--- src/rtl/regfile_wb_arbiter.sv ---
// Write-port arbiter for the 32x32 register file: pipeline writeback vs. a buffered multi-cycle result.
// Optional starvation guard for the buffered result is enabled by defining WB_ARB_FAIRNESS_EN.
module regfile_wb_arbiter #(
  parameter int XLEN       = 32,
  parameter int AW         = 5,
  parameter int STARVE_MAX = 4
) (
  input  logic            clk,
  input  logic            reset,
  input  logic            p_we,
  input  logic [AW-1:0]   p_rd,
  input  logic [XLEN-1:0] p_wd,
  output logic            p_stall,
  input  logic            m_valid,
  input  logic [AW-1:0]   m_rd,
  input  logic [XLEN-1:0] m_wd,
  output logic            m_ready,
  output logic            rf_we,
  output logic [AW-1:0]   rf_rd,
  output logic [XLEN-1:0] rf_wd,
  output logic            m_pend,
  output logic [AW-1:0]   m_pend_rd
);

  typedef enum logic {EMPTY, FULL} buf_state_e;

  if (STARVE_MAX < 1) begin : g_bad_starve_max
    $error("regfile_wb_arbiter: STARVE_MAX must be at least 1");
  end

  buf_state_e      state_q, state_d;
  logic [AW-1:0]   buf_rd_q, buf_rd_d;
  logic [XLEN-1:0] buf_wd_q, buf_wd_d;
  logic            rf_we_q, rf_we_d;
  logic [AW-1:0]   rf_rd_q, rf_rd_d;
  logic [XLEN-1:0] rf_wd_q, rf_wd_d;

  logic p_req, m_req, buf_full, force_buf;

  // Writes to x0 are architecturally meaningless, so they never compete for the port.
  assign buf_full = (state_q == FULL);
  assign m_ready  = (state_q == EMPTY) && !reset;
  assign p_req    = p_we && (p_rd != '0);
  assign m_req    = m_valid && m_ready && (m_rd != '0);

`ifdef WB_ARB_FAIRNESS_EN
  localparam int SW = $clog2(STARVE_MAX + 1);
  logic [SW-1:0] starve_q, starve_d;

  assign force_buf = buf_full && (starve_q == SW'(STARVE_MAX));
  assign p_stall   = force_buf && p_req && !reset;

  // The buffer cannot be refilled while FULL, so staying FULL means it lost this cycle.
  always_comb begin
    starve_d = '0;
    if (buf_full && state_d == FULL) starve_d = starve_q + 1'b1;
  end

  always_ff @(posedge clk) begin
    if (reset) starve_q <= '0;
    else       starve_q <= starve_d;
  end
`else
  assign force_buf = 1'b0;
  assign p_stall   = 1'b0;
`endif

  // NOTE: every output of this block is given a default first so no path leaves one unassigned and infers a latch.
  always_comb begin
    state_d  = state_q;
    buf_rd_d = buf_rd_q;
    buf_wd_d = buf_wd_q;
    rf_we_d  = 1'b0;
    rf_rd_d  = rf_rd_q;
    rf_wd_d  = rf_wd_q;
    if (force_buf) begin
      rf_we_d = 1'b1;
      rf_rd_d = buf_rd_q;
      rf_wd_d = buf_wd_q;
      state_d = EMPTY;
    end else if (p_req) begin
      rf_we_d = 1'b1;
      rf_rd_d = p_rd;
      rf_wd_d = p_wd;
      // A younger pipeline write to the same register supersedes any older m result.
      if (buf_full && p_rd == buf_rd_q) state_d = EMPTY;
      if (m_req && m_rd != p_rd) begin
        state_d  = FULL;
        buf_rd_d = m_rd;
        buf_wd_d = m_wd;
      end
    end else if (buf_full) begin
      rf_we_d = 1'b1;
      rf_rd_d = buf_rd_q;
      rf_wd_d = buf_wd_q;
      state_d = EMPTY;
    end else if (m_req) begin
      rf_we_d = 1'b1;
      rf_rd_d = m_rd;
      rf_wd_d = m_wd;
    end
  end

  // NOTE: sequential state uses non-blocking assignments so all flops sample the same pre-edge values.
  always_ff @(posedge clk) begin
    if (reset) begin
      state_q  <= EMPTY;
      buf_rd_q <= '0;
      rf_we_q  <= 1'b0;
      rf_rd_q  <= '0;
      rf_wd_q  <= '0;
    end else begin
      state_q  <= state_d;
      buf_rd_q <= buf_rd_d;
      rf_we_q  <= rf_we_d;
      rf_rd_q  <= rf_rd_d;
      rf_wd_q  <= rf_wd_d;
    end
  end

  // NOTE: buffer data is deliberately not reset; it is only ever read while state_q is FULL.
  always_ff @(posedge clk) begin
    buf_wd_q <= buf_wd_d;
  end

  assign rf_we     = rf_we_q;
  assign rf_rd     = rf_rd_q;
  assign rf_wd     = rf_wd_q;
  assign m_pend    = buf_full;
  assign m_pend_rd = buf_full ? buf_rd_q : '0;

endmodule

--- config.mk ---
export PLATFORM = sky130hd
export DESIGN_NAME = regfile_wb_arbiter
export DESIGN_NICKNAME = d
export VERILOG_FILES = /design/src/rtl/regfile_wb_arbiter.sv
export SDC_FILE = /design/constraint.sdc
export NUM_CORES = 1
export LEC_CHECK = 0
export ABC_AREA = 0
export CAP_MARGIN = 20
export CORE_MARGIN = 1.5
export CORE_UTILIZATION = 45
export DETAILED_ROUTE_END_ITERATION = 10
export HOLD_SLACK_MARGIN = 0.12
export PLACE_DENSITY = 0.81
export SKIP_LAST_GASP = 1
export SLEW_MARGIN = 20
export SYNTH_ARGS = -nofsm -noshare
export SYNTH_HDL_FRONTEND = slang
export SYNTH_SLANG_ARGS = --single-unit
--- constraint.sdc ---
create_clock -name clk -period 3.6 [get_ports clk]
set_input_delay 0.72 -clock clk [delete_from_list [all_inputs] [get_ports clk]]
set_output_delay 0.72 -clock clk [all_outputs]
set_load 0.02 [all_outputs]
==> impl_results.md <==
* Synth Area in Compound Gates at 19.3%
* Worst skew pair latency at 340 ps
* Core area at 7290 µm²
* WP data required at 3810 ps
* Port-buffer cells at 122
* # nets final at 524
* Num Clock Sinks at 76
* Fin. Hold Viols at 0
* Status: complete, no violations
* Synth Register Bits at 76
* Deepest clock path buffer count at 2
* Area contributors post-synth: edfxtp_1, dfxtp_1, mux2i_1
* Switching part of the total at 25.9%
* Final cell count without fillers at 550
* Critical path class: in -> reg
* Vias at 3012
* Die W at 90.3 µm
* Final worst-path cycle share at 81.2%
* Sequential power share at 46.2%
* Max Clk Rate at 342 MHz
* Vias in the first global route at 3087
* Post-synth cell types at 30
* Crit path launch type: input port
* Antenna viol nets, final at 0
* Largest net degree at the start of global routing at 49
* DR pass1 iterations at 4
* Min-delay worst type: reg -> reg
* CTS Buf Count at 9
* CTS tree: built
* Share of cells above drive strength 1 at 8.65%
* Leakage at 1.69 nW
* Combinational cell fraction of total power at 19.5%
* Dpl ws at 315 ps
* MaxCap Viol Count at 0
* Clk pwr share at 34.3%
* Syn_area_per_cell at 10.3 µm²
* First-pass GRT wire length at 15600 µm
* Xor-xnor portion of the synthesized cell area at 2.56%
* Initial antenna violation count at 0
* H-tree depth at 3
* Cells after synthesis at 332
* Setup TNS at 0 ps
* Hold path start: rf_wd[14]
* Count of final setup violators at 0
* Slew @ Worst Pin at 1050 ps
* Remaining global-route overflow at 0
* Met3 Wirelength at 586 µm
* Worst IR Drop VDD at 0.000300 V
* Clock-pin transition on the worst setup and hold timing paths at 80 ps
* Max-slew violation count at 0
* Crit end category: flop
* Reg2reg setup slack at 1000 ps
* Die Ht at 90.3 µm
* Final Skew at 14.0 ps
* Cell area after synthesis at 3430 µm²
* I/O pins at 124
* DR WL met2 at 4670 µm
* Placed Cells at 534
* Die area at 8150 µm²
* Setup bufs post-CTS at 0
* Post-DP HPWL at 6450 µm
* Worst hold path endpoint: rf_wd[14]
* Initial Util at 47.0%
* Detailed Route WL at 9320 µm
* Synth warn at 0
* RSZ-0062 raised after global routing: false
* Root buf cell: clkbuf_8
* Hold Path Stages at 2
* # DRC at 0
* Post-Synth Simple-Gate Area at 10.6%
* Worst-path cell chain: clkdlybuf4s50_1 > or4_1 > o21a_1 > or3_1 > buf_4 > o211ai_1 > a21oi_1
* Fin crit period at 2920 ps
* Slew HR at 29.5%
* Critical Path Fanout Max at 26
* Register area share after synthesis at 53.8%
* Top sig layer: met4
* Cells on worst reg2reg path at 4
* CP peak stage delay at 630 ps
* Syn_nets at 410
* Reg2reg start: m_pend
* Wl on met1 at 3960 µm
* P_sw at 0.549 mW
* P&R area growth vs syn at 44.4%
* Post-synthesis mux area share at 9.35%
* Vias/cell at 5.48
* DRT iter0 DRCs at 187
* Worst path slowest cell: or4_1
* All-Layer GR Usage at 24.0%
* Reg area at 1840 µm²
* Area share of the largest cell type after synthesis at 28.0%
* Arrival @ worst endpoint at 3130 ps
* Post-CTS sizing at 0
* Largest family of logic cells by synthesized area: compound AO/OA/AOI/OAI gates
* FILL cells at 615
* Num rows at 31
* Gpl congestion at 0.869
* Adder-cell area share of the yosys netlist at 0%
* Setup WS post-layout at 676 ps
* Wire per inst at 16.9 µm
* Area of the multi-input gates at 1460 µm²
* P_int at 1.57 mW
* Cell accounting for the most synthesized area: edfxtp_1
* Number of antenna diodes at 0
* CTS Hold Bufs at 0
* PD cells at 428 nW/µm²
* R2r endpoint: buf_wd_q[22]
cells by family (layout without fill, tap and decap cells):
kind of cell    count (synthesis)  count (layout)
mux                            32              32
compound gates                 96              96
xor+xnor                       10              10
simple gates                   88              88
other cells                     1               1
flops                          76              76
buf+inv                        29             148
registers in the layout, summed over array words and instances, names as in the netlist:
signal    count
buf_rd_q      5
buf_wd_q     32
m_pend        1
rf_rd         5
rf_wd        32
rf_we         1
power groups by stage:
stage | Sequential (mW) | Clock (mW) | Combinational, mW
global placement | 0.997 | 0 | 0.402
detailed placement | 0.998 | 0 | 0.413
finish | 0.979 | 0.726 | 0.413
floorplan | 1.03 | 0 | 0.163
CTS | 0.979 | 0.732 | 0.415
global route | 0.986 | 0.765 | 0.445
worst max path at each step:
stage	startpoint	end	slack, ps
global route	p_rd[3]	buf_wd_q[10]	520
detailed placement	p_rd[3]	rf_wd[1]	310
global placement	p_rd[3]	rf_rd[4]	420
CTS	m_pend	m_pend_rd[1]	660
floorplan	reset	buf_wd_q[0]	160
finish	p_rd[3]	rf_wd[1]	680
routing by layer:
layer  track usage (%)  up-vias
met1              30.2     1464
met5                 0        -
met3              6.23        8
met4              6.88        0
met2              40.6      110
li1                  -     1430
critical path, delay by kind of cell:
family	cells	cell delay (ps)
and+or+nand+nor	2	1050
buffers and inverters	2	770
AOI/OAI and AO/OA	3	570
area by class of cell:
class,count,share of cell area (%)
sequential,76,37.3
clock buffer,10,2.78
inverter,1,0.0759
tap,99,2.50
timing repair buffer,131,26.2
multi-input combinational,227,29.5
clock inverter,6,1.72
Yosys cell counts, drive strengths merged:
library cell	number
a211oi	1
clkbuf	13
conb	1
nand2	69
o31a	1
nor3	1
o311a	1
xnor2	6
edfxtp	32
o211ai	37
xor2	4
a211o	5
nand3	7
nor2	3
inv	1
and2	5
buf	15
or4	1
o21ai	6
o21a	1
dfxtp	44
a21oi	42
o31ai	2
or3	2
mux2i	32
stage by stage:
step / power, mW / cell area (µm²) / util, % / hold slack (ps)
finish: 2.12 / 4950 / 67.8 / 453
detailed placement: 1.41 / 4720 / 64.8 / 446
CTS: 2.13 / 4950 / 67.8 / 458
global placement: 1.40 / 4720 / 64.8 / 438
global route: 2.20 / 4950 / 67.8 / 475
floorplan: 1.20 / 3430 / - / 474
layout by cell type, fill, tap and decap left out, types with 2 or more instances in the layout:
cell,Yosys,layout
bufinv_16,0,2
o31ai_1,2,2
buf_4,2,8
dfxtp_1,44,43
o211ai_1,27,27
or3_1,2,2
a21oi_1,42,42
and2_1,5,5
nand2_1,69,69
o21ai_0,5,5
xnor2_1,6,6
a211o_1,5,5
edfxtp_1,32,32
mux2i_1,32,32
nand3_1,7,7
o211ai_2,10,10
xor2_1,4,4
nor2_1,3,2
clkbuf_8,0,10
clkdlybuf4s50_1,0,121
Power figures use the tool's default switching activity.
